### src/rtl/signal_sequence_monitor_if.sv
// Lamp inputs and status outputs of the traffic light sequence monitor.
// master drives lamps/clear and reads status; slave is the monitor.
interface signal_sequence_monitor_if;
  logic [3:0]  red;
  logic [3:0]  yellow;
  logic [3:0]  green;
  logic        clear;
  logic [1:0]  active_lane;
  logic        lane_valid;
  logic [3:0]  phase_secs;
  logic [3:0]  err_onehot;
  logic [3:0]  err_transition;
  logic        err_conflict;
  logic        err_order;
  logic        err_timeout;
  logic        fault;
  logic [15:0] rotations;

  modport master (
    output red, yellow, green, clear,
    input  active_lane, lane_valid, phase_secs,
    input  err_onehot, err_transition, err_conflict,
    input  err_order, err_timeout, fault, rotations
  );

  modport slave (
    input  red, yellow, green, clear,
    output active_lane, lane_valid, phase_secs,
    output err_onehot, err_transition, err_conflict,
    output err_order, err_timeout, fault, rotations
  );
endinterface

### src/rtl/signal_sequence_monitor.sv
// Receiving-end checker for a 4-lane traffic light controller.
// Rotation counter enabled by SIGNAL_MONITOR_ROTATION_COUNT_EN.
module signal_sequence_monitor #(
  parameter int TICK_CYCLES    = 100000000,
  parameter int MAX_GREEN_SECS = 6
) (
  input logic clk,
  input logic reset,
  signal_sequence_monitor_if.slave bus
);
  localparam int TW = (TICK_CYCLES > 2) ? $clog2(TICK_CYCLES) : 1;

  typedef enum logic [1:0] {
    C_RED,
    C_YEL,
    C_GRN,
    C_ILL
  } colour_e;

  function automatic colour_e decode(
    input logic r, input logic y, input logic g
  );
    case ({r, y, g})
      3'b100:  decode = C_RED;
      3'b010:  decode = C_YEL;
      3'b001:  decode = C_GRN;
      default: decode = C_ILL;
    endcase
  endfunction

  function automatic logic step_ok(
    input colour_e p, input colour_e c
  );
    step_ok = (p == c)
      || (p == C_RED && c == C_YEL)
      || (p == C_YEL && c == C_GRN)
      || (p == C_GRN && c == C_RED);
  endfunction

  logic [TW-1:0] tick_cnt;
  logic          tick;
  logic [3:0]    cur_r, cur_y, cur_g;
  logic [3:0]    prev_r, prev_y, prev_g;
  logic          cur_vld;
  logic          primed;
  logic          order_primed;
  logic [1:0]    last_lane;

  logic [1:0]    active_q;
  logic          valid_q;
  logic [3:0]    phase_q;
  logic [3:0]    onehot_q;
  logic [3:0]    trans_q;
  logic          conflict_q;
  logic          order_q;
  logic          timeout_q;
  logic          fault_q;

  logic [3:0]    oh_hit;
  logic [3:0]    tr_hit;
  logic          g_one;
  logic          g_multi;
  logic [1:0]    g_idx;
  logic          lane_ok;
  logic          lane_change;
  logic          order_bad;
  logic [3:0]    phase_nxt;
  logic          to_hit;

  assign tick = (tick_cnt == TW'(TICK_CYCLES - 1));

  // cur_vld masks the reset-valued sample so it is never decoded
  always_comb begin
    oh_hit  = '0;
    tr_hit  = '0;
    g_idx   = 2'd0;
    g_one   = (cur_g != 4'd0)
      && ((cur_g & (cur_g - 4'd1)) == 4'd0);
    g_multi = (cur_g & (cur_g - 4'd1)) != 4'd0;
    for (int i = 0; i < 4; i++) begin
      oh_hit[i] = cur_vld
        && decode(cur_r[i], cur_y[i], cur_g[i]) == C_ILL;
      tr_hit[i] = cur_vld && primed
        && decode(cur_r[i], cur_y[i], cur_g[i]) != C_ILL
        && decode(prev_r[i], prev_y[i], prev_g[i]) != C_ILL
        && !step_ok(decode(prev_r[i], prev_y[i], prev_g[i]),
                    decode(cur_r[i], cur_y[i], cur_g[i]));
      if (cur_g[i]) g_idx = 2'(i);
    end
    lane_ok     = cur_vld && g_one;
    lane_change = lane_ok
      && (!order_primed || g_idx != last_lane);
    order_bad   = lane_ok && order_primed
      && g_idx != last_lane
      && g_idx != last_lane + 2'd1;
    phase_nxt = phase_q;
    if (bus.clear)
      phase_nxt = 4'd0;
    else if (lane_change)
      phase_nxt = 4'd0;
    else if (lane_ok && tick && phase_q != 4'hF)
      phase_nxt = phase_q + 4'd1;
    to_hit = phase_nxt >= 4'(MAX_GREEN_SECS);
  end

  always_ff @(posedge clk) begin
    if (reset) begin
      tick_cnt     <= '0;
      cur_r        <= '0;
      cur_y        <= '0;
      cur_g        <= '0;
      prev_r       <= '0;
      prev_y       <= '0;
      prev_g       <= '0;
      cur_vld      <= 1'b0;
      primed       <= 1'b0;
      order_primed <= 1'b0;
      last_lane    <= 2'd0;
      active_q     <= 2'd0;
      valid_q      <= 1'b0;
      phase_q      <= 4'd0;
      onehot_q     <= '0;
      trans_q      <= '0;
      conflict_q   <= 1'b0;
      order_q      <= 1'b0;
      timeout_q    <= 1'b0;
      fault_q      <= 1'b0;
    end else begin
      tick_cnt <= tick ? '0 : tick_cnt + 1'b1;
      cur_r    <= bus.red;
      cur_y    <= bus.yellow;
      cur_g    <= bus.green;
      cur_vld  <= 1'b1;
      prev_r   <= cur_r;
      prev_y   <= cur_y;
      prev_g   <= cur_g;

      if (bus.clear) primed <= 1'b0;
      else if (cur_vld) primed <= 1'b1;

      if (bus.clear) order_primed <= 1'b0;
      else if (lane_ok) order_primed <= 1'b1;

      if (lane_ok) begin
        last_lane <= g_idx;
        active_q  <= g_idx;
      end
      valid_q <= lane_ok;
      phase_q <= phase_nxt;

      // a new error in the clear cycle still lands
      onehot_q   <= (bus.clear ? 4'd0 : onehot_q) | oh_hit;
      trans_q    <= (bus.clear ? 4'd0 : trans_q) | tr_hit;
      conflict_q <= (!bus.clear && conflict_q)
        || (cur_vld && g_multi);
      order_q    <= (!bus.clear && order_q) || order_bad;
      timeout_q  <= (!bus.clear && timeout_q) || to_hit;
      fault_q    <= |{onehot_q, trans_q, conflict_q,
                      order_q, timeout_q};
    end
  end

  assign bus.active_lane    = active_q;
  assign bus.lane_valid     = valid_q;
  assign bus.phase_secs     = phase_q;
  assign bus.err_onehot     = onehot_q;
  assign bus.err_transition = trans_q;
  assign bus.err_conflict   = conflict_q;
  assign bus.err_order      = order_q;
  assign bus.err_timeout    = timeout_q;
  assign bus.fault          = fault_q;

`ifdef SIGNAL_MONITOR_ROTATION_COUNT_EN
  logic [15:0] rot_q;
  logic        wrap_step;

  assign wrap_step = lane_ok && order_primed
    && last_lane == 2'd3 && g_idx == 2'd0;

  always_ff @(posedge clk) begin
    if (reset || bus.clear)
      rot_q <= '0;
    else if (wrap_step && !order_q)
      rot_q <= rot_q + 16'd1;
  end

  assign bus.rotations = rot_q;
`else
  assign bus.rotations = '0;
`endif
endmodule

### src/flat_wrapper.sv
// flat-port wrapper written by rule: the top's interface ports become plain ports
module signal_sequence_monitor_flat 
#(
  parameter int TICK_CYCLES    = 100000000,
  parameter int MAX_GREEN_SECS = 6
)
  (clk, reset, bus_red, bus_yellow, bus_green, bus_clear, bus_active_lane, bus_lane_valid, bus_phase_secs, bus_err_onehot, bus_err_transition, bus_err_conflict, bus_err_order, bus_err_timeout, bus_fault, bus_rotations);
  signal_sequence_monitor_if bus_i ();
  input logic clk;
  input logic reset;
  input wire logic [$bits(bus_i.red)-1:0] bus_red;
  input wire logic [$bits(bus_i.yellow)-1:0] bus_yellow;
  input wire logic [$bits(bus_i.green)-1:0] bus_green;
  input wire logic [$bits(bus_i.clear)-1:0] bus_clear;
  output wire logic [$bits(bus_i.active_lane)-1:0] bus_active_lane;
  output wire logic [$bits(bus_i.lane_valid)-1:0] bus_lane_valid;
  output wire logic [$bits(bus_i.phase_secs)-1:0] bus_phase_secs;
  output wire logic [$bits(bus_i.err_onehot)-1:0] bus_err_onehot;
  output wire logic [$bits(bus_i.err_transition)-1:0] bus_err_transition;
  output wire logic [$bits(bus_i.err_conflict)-1:0] bus_err_conflict;
  output wire logic [$bits(bus_i.err_order)-1:0] bus_err_order;
  output wire logic [$bits(bus_i.err_timeout)-1:0] bus_err_timeout;
  output wire logic [$bits(bus_i.fault)-1:0] bus_fault;
  output wire logic [$bits(bus_i.rotations)-1:0] bus_rotations;
  assign bus_i.red = bus_red;
  assign bus_i.yellow = bus_yellow;
  assign bus_i.green = bus_green;
  assign bus_i.clear = bus_clear;
  assign bus_active_lane = bus_i.active_lane;
  assign bus_lane_valid = bus_i.lane_valid;
  assign bus_phase_secs = bus_i.phase_secs;
  assign bus_err_onehot = bus_i.err_onehot;
  assign bus_err_transition = bus_i.err_transition;
  assign bus_err_conflict = bus_i.err_conflict;
  assign bus_err_order = bus_i.err_order;
  assign bus_err_timeout = bus_i.err_timeout;
  assign bus_fault = bus_i.fault;
  assign bus_rotations = bus_i.rotations;
  signal_sequence_monitor #(.TICK_CYCLES(TICK_CYCLES), .MAX_GREEN_SECS(MAX_GREEN_SECS)) u_core (.clk(clk), .reset(reset), .bus(bus_i));
endmodule
### config.mk
export PLATFORM = sky130hd
export DESIGN_NAME = signal_sequence_monitor_flat
export DESIGN_NICKNAME = d
export VERILOG_FILES = /design/src/rtl/signal_sequence_monitor_if.sv /design/src/rtl/signal_sequence_monitor.sv /design/src/flat_wrapper.sv
export SDC_FILE = /design/constraint.sdc
export NUM_CORES = 1
export LEC_CHECK = 0
export ABC_AREA = 0
export ABC_CLOCK_PERIOD_IN_PS = 5300
export BUFFER_PORTS_ARGS = -buffer_cell sky130_fd_sc_hd__buf_4
export CORE_MARGIN = 3
export CORE_UTILIZATION = 38
export DETAILED_ROUTE_END_ITERATION = 12
export PLACE_DENSITY = 0.59
export SLEW_MARGIN = 20
export SYNTH_ARGS = -nofsm -noshare
export SYNTH_HDL_FRONTEND = slang
export SYNTH_SLANG_ARGS = --single-unit
### constraint.sdc
create_clock -name clk -period 5.3 [get_ports clk]
set_clock_uncertainty 0.15 [all_clocks]
set_input_delay 0.795 -clock clk [delete_from_list [all_inputs] [get_ports clk]]
set_output_delay 0.795 -clock clk [all_outputs]
set_load 0.03 [all_outputs]
# Yosys cells after proc, flatten, opt, wreduce, memory -nomap -nowiden
# Cells that the tools add are included.
[word_totals]
register_bits = 73
in_bits = 15
output_inout_bits = 35
word_cells = 181
[op_classes]
n_addsub = 4
order_cmp = 1
eq_ne = 60
n_mux = 17
bitwise = 3
reduce_logical = 77
[op_table]
columns = ["op", "n"]
rows = [
  ["2-bit case mux with 3 select lines", 8],
  ["1-bit logical AND", 41],
  ["27-bit by 1-bit adder with 27-bit output, second input constant", 1],
  ["27-bit == test, second input constant", 1],
  ["2-bit == test, second input constant", 12],
  ["3-bit by 1-bit == test with 1-bit output, second input constant", 8],
  ["3-bit by 2-bit == test with 1-bit output, second input constant", 8],
  ["3-bit == test, second input constant", 8],
  ["4-bit 2-to-1 mux", 5],
  ["2-bit by 1-bit == test with 1-bit output, second input constant", 8],
  ["2-bit logical NOT", 8],
  ["1-bit logical OR", 16],
  ["2-bit != test, second input constant", 8],
  ["11-bit OR reduction", 1],
  ["2-bit == test", 4],
  ["4-bit bitwise OR", 2],
  ["4-bit nonzero test", 2],
  ["1-bit logical NOT", 6],
  ["4-bit by 1-bit adder with 4-bit output, second input constant", 1],
  ["4-bit AND", 1],
  ["4-bit by 3-bit >= comparator with 1-bit output, second input constant", 1],
  ["4-bit logical NOT", 1],
  ["2-bit 2-to-1 mux", 2],
  ["2-bit != test", 2],
  ["other kinds (5)", 7],
]

# Depth between registers and ports, before layout
[logic_depth]
depth_word = 12
depth_mapped = 8
ltp_nobuf = 7

# Least setup slack after synthesis
# Ideal clock, no wire load.
[synth_timing]
path_type = "register to register"
start = "register u_core.tick_cnt[0]"
end = "register u_core.timeout_q, in the netlist u_core.bus.err_timeout"
setup_time_ns = 0.122
t_arrival_ns = 1.902
t_required_ns = 5.028
slack_ns = 3.126
stages_incl_launch_ff = 8
n_path_buf = 0
synth_period_minus_slack_ns = 2.174
cell_sequence = "dfxtp_1 > ha_1 > nand3_2 > or2_1 > nor3_4 > o211ai_2 > mux2_4 > a221o_1"
[synth_via]
elab_chain_cells = 8
[synth_lines]
columns = ["element", "line", "text"]
rows = [
  ["start, declared", "signal_sequence_monitor.sv:40", "logic [TW-1:0] tick_cnt;"],
  ["start signal, assigned", "signal_sequence_monitor.sv:129", "tick_cnt <= tick ? '0 : tick_cnt + 1'b1;"],
  ["27-bit == test", "signal_sequence_monitor.sv:70", "assign tick = (tick_cnt == TW'(TICK_CYCLES - 1));"],
  ["1-bit logical AND (2 in a row)", "signal_sequence_monitor.sv:101", "else if (lane_ok && tick && phase_q != 4'hF)"],
  ["4-bit 2-to-1 mux", "signal_sequence_monitor.sv:101", ""],
  ["4-bit 2-to-1 mux", "signal_sequence_monitor.sv:99", "else if (lane_change)"],
  ["4-bit 2-to-1 mux", "signal_sequence_monitor.sv:97", "if (bus.clear)"],
  ["4-bit by 3-bit >= comparator with 1-bit output", "signal_sequence_monitor.sv:103", "to_hit = phase_nxt >= 4'(MAX_GREEN_SECS);"],
  ["1-bit logical OR", "signal_sequence_monitor.sv:157", "timeout_q <= (!bus.clear && timeout_q) || to_hit;"],
  ["end signal, assigned", "signal_sequence_monitor.sv:157", ""],
  ["end, declared", "signal_sequence_monitor.sv:56", "logic timeout_q;"],
]
# Every way passes these cells.
# A chain may end at the register's enable or synchronous reset.

==> impl_metrics.csv <==
group,metric,value,unit
pwr,clock_power_share,35.9,%
logic_synthesis,synth_largest_area_cell,"dfxtp_1",
pwr,p_int,806,uW
timing,grt_setup_unrepaired,"false",
routing,route.detailed.drc,0,
cts,ctsHoldBuffers,0,
global_route,met2_usage,18.9,%
min_path,source_of_the_worst_hold_timing_path,"u_core.tick_cnt[0]",
min_path,timing.hold.worst.class,"flip-flop to flip-flop",
layout,area_growth,13.2,%
critical_path,worst-setup-path-type,"input port to flip-flop",
cts,cts_root_buf,"clkbuf_8",
routing,detail-route-antenna-nets,0,
timing,maxClockFrequency,0.389,GHz
layout,layout.filler_cells,778,
timing,slew-limit-headroom,36.0,%
cts,cts_num_sinks,73,
placement,total_of_buffers_placed_on_input_and_output_ports,33,
placement,gp_congestion,0.771,
timing,timing.final.setup_violations,0,
logic_synthesis,synth_enable_flop_cells,0,
pwr,power.ir.vdd_worst,0.000126,V
global_route,first_global_vias,2205,
floorplan,die_width,97.3,um
global_route,gr_layer_usage_met3,4.31,%
global_route,globalRoute.totalOverflow,0,
layout,post_layout_net_count,398,
timing,worst_slew_pin_slew,0.957,ns
cts,tritoncts.num_buffers,9,
pwr,sw_frac_of_total,24.5,%
routing,firstDrtPassIters,4,
critical_path,startpoint,"reset",
logic_synthesis,synth-async-reset-ratio,0,%
pwr,p_per_area,298,nW/um^2
placement,half_perimeter_wire_length_after_placement,4290,um
pwr,seq_power_share,54.9,%
cts,ctsResizeCount,0,
critical_path,critical_path_arrival,2.70,ns
status,outcome,"finished clean",
timing,period_share,48.5,%
timing,finalSetupTns,0,ns
global_route,grt_start_max_net_pins,34,
pwr,power.leakage,1.36,nW
cts,clock_tree_from_tritoncts,"yes",
layout,layout.cells.most_common_list,"dfxtp_1 (73), nor2_1 (51), buf_4 (33), nor2b_1 (26)",
logic_synthesis,synth_seq_area_share,46.2,%
floorplan,fp.dieH,97.3,um
routing,detail_route.wirelength,6020,um
cts,clock_tree_buf_depth,2,
cts,cts-htree-levels,3,
global_route,grt.busiest_layer,"met2",
logic_synthesis,ys_top_cells_by_area,"dfxtp_1 (46%), nor2_1 (6.0%), nor2b_1 (5.1%), xnor2_1 (4.4%), buf_4 (4.0%)",
floorplan,design.portCount,50,
layout,share_of_final_layout_standard_cells_stronger_than_drive_strength_1,13.8,%
timing,setup_ws,2.73,ns
floorplan,core-area,7890,um^2
logic_synthesis,post_synth.cell_area_avg,9.04,um^2
cts,cts.clk_slew.worst_paths,0.07,ns
logic_synthesis,synth_top_area_share,46.2,%
floorplan,floorplan.initialDensity,40.1,%
critical_path,crit_chain,"buf_4 > nor2_1 > o21ai_0 > a211oi_1 > a221o_1",
critical_path,maximum_fanout_encountered_on_the_critical_timing_path,33,
global_route,globalRouteTotalUtil,13.1,%
routing,avgViaCountPerCell,4.91,
cts,post_cts_buffers,0,
critical_path,setup.worst_path.end_class,"flip-flop",
flow_run,maxCapViolCount,0,
pwr,p_sw,261,uW
pwr,comb_power_share,9.2,%
critical_path,critPathMaxStageDelay,0.76,ns
logic_synthesis,synthCells,350,
routing,dr.first_iter.drc_count,89,
routing,vias,2381,
logic_synthesis,mappedNetlistArea,3160,um^2
logic_synthesis,ys_ff_latch,73,
global_route,globalRouteMet1Util,17.9,%
global_route,grt_first_pass_wirelength,10200,um
critical_path,beginning_of_the_worst_register_to_register_path,"u_core.cur_g[1]",
critical_path,crit_path_start_kind,"input port",
placement,dp_slack,2.37,ns
cts,clock_insertion_delay_worst_skew,0.33,ns
critical_path,cp_slowest_cell,"nor2_1",
timing,finalMaxSlewViolations,0,
routing,average_wire_per_standard_cell,12.4,um
timing,fin_crit,2.57,ns
layout,ant_cells,0,
timing,finalHoldViolCount,0,
floorplan,num_rows,32,
logic_synthesis,synth_cell_type_count,49,
critical_path,required,5.43,ns
layout,mostFrequentLayoutCell,"dfxtp_1",
floorplan,die_area,9460,um^2
global_route,antenna_found_initial,0,
logic_synthesis,synth_flop_cell,"dfxtp_1",
logic_synthesis,yosysWarningCount,0,
-- path summary, 6_finish.rpt --
check | endpoint | slack, ns | cells past startpoint
max | u_core.bus.err_timeout | 2.73 | 5
min | u_core.tick_cnt[0] | 0.31 | 1
max reg2reg | u_core.bus.err_timeout | 2.80 | 6
min reg2reg | u_core.tick_cnt[0] | 0.31 | 1
-- worst max-delay path: cells and delay by family --
kind / cells / cell delay [ns]
buf+inv: 1 / 0.21
compound gates: 3 / 0.92
simple gates: 1 / 0.76
-- synth_stat cells (2+ instances only) --
cell type   n
a211oi_1    8
a21oi_1    12
a221o_1     2
a22o_1      3
a31oi_1     3
a32oi_1     3
and3_1      6
and4bb_1    2
buf_2       5
buf_4      17
clkbuf_1    5
dfxtp_1    73
ha_1        2
inv_1       9
nand2_1    15
nand2b_1    7
nand3_1     7
nand3b_1    2
nand4_1     9
nor2_1     51
nor2b_1    26
nor3_1      7
nor3b_1     2
nor4_1      4
o21a_1      2
o21ai_0    16
o22a_1      2
or3_1       4
xnor2_1    16
xor2_1     11
-- power groups by stage --
stage / logic [mW] / registers [mW] / clock network [mW]
global route: 0.108 / 0.590 / 0.420
global placement: 0.0981 / 0.598 / 0
floorplan: 0.0762 / 0.602 / 0
finish: 0.0984 / 0.586 / 0.383
CTS: 0.0992 / 0.586 / 0.396
detailed placement: 0.0990 / 0.598 / 0
-- registers in the layout (all words and copies together) (netlist names) --
register	flops
u_core.order_primed	1
u_core.bus.fault	1
u_core.cur_r	4
u_core.bus.err_conflict	1
u_core.cur_g	4
u_core.bus.err_transition	4
u_core.tick_cnt	27
u_core.cur_y	4
u_core.primed	1
u_core.last_lane	2
u_core.bus.lane_valid	1
u_core.bus.err_timeout	1
u_core.prev_r	4
u_core.bus.err_onehot	4
u_core.bus.phase_secs	4
u_core.bus.err_order	1
u_core.cur_vld	1
u_core.prev_y	4
u_core.prev_g	4
-- metrics by stage --
stage	hold WS, ns	power [mW]	area [um^2]	utilization [%]	instances
after floorplan	0.280	0.678	3220	-	365
after global placement	0.294	0.696	3410	43.3	472
after detailed placement	0.305	0.697	3410	43.3	472
after CTS	0.321	1.08	3580	45.4	485
after global routing	0.336	1.12	3580	45.4	485
final	0.314	1.07	3580	45.4	485
-- area by class of cell --
| class | count | area (um^2) | share of cell area [%] |
|---|---|---|---|
| clock buffers | 13 | 169 | 4.72 |
| well taps | 102 | 128 | 3.56 |
| repair buffers | 33 | 248 | 6.92 |
| multi-input cells | 255 | 1540 | 43.1 |
| inverters | 9 | 33.8 | 0.943 |
| flip-flops and latches | 73 | 1460 | 40.8 |
-- metal layers --
metal / share of wire [%] / vias up
met2: 41 / 57
met3: 6.2 / 11
met1: 50 / 1075
met4: 2.0 / 0
met5: 0 / -
li1: - / 1238
-- logic make-up (layout without fill, tap and decap cells) --
logic type | count (synthesis) | after routing | synth area share [%]
simple gates | 150 | 150 | 25.6
buf+inv | 37 | 55 | 6.84
flops | 73 | 73 | 46.2
xor+xnor | 27 | 27 | 7.47
mux | 1 | 1 | 0.474
compound gates | 58 | 58 | 12.2
other cells | 1 | 16 | 0.119
fa+ha+maj | 3 | 3 | 1.11
(Power assumes the default switching activity.)
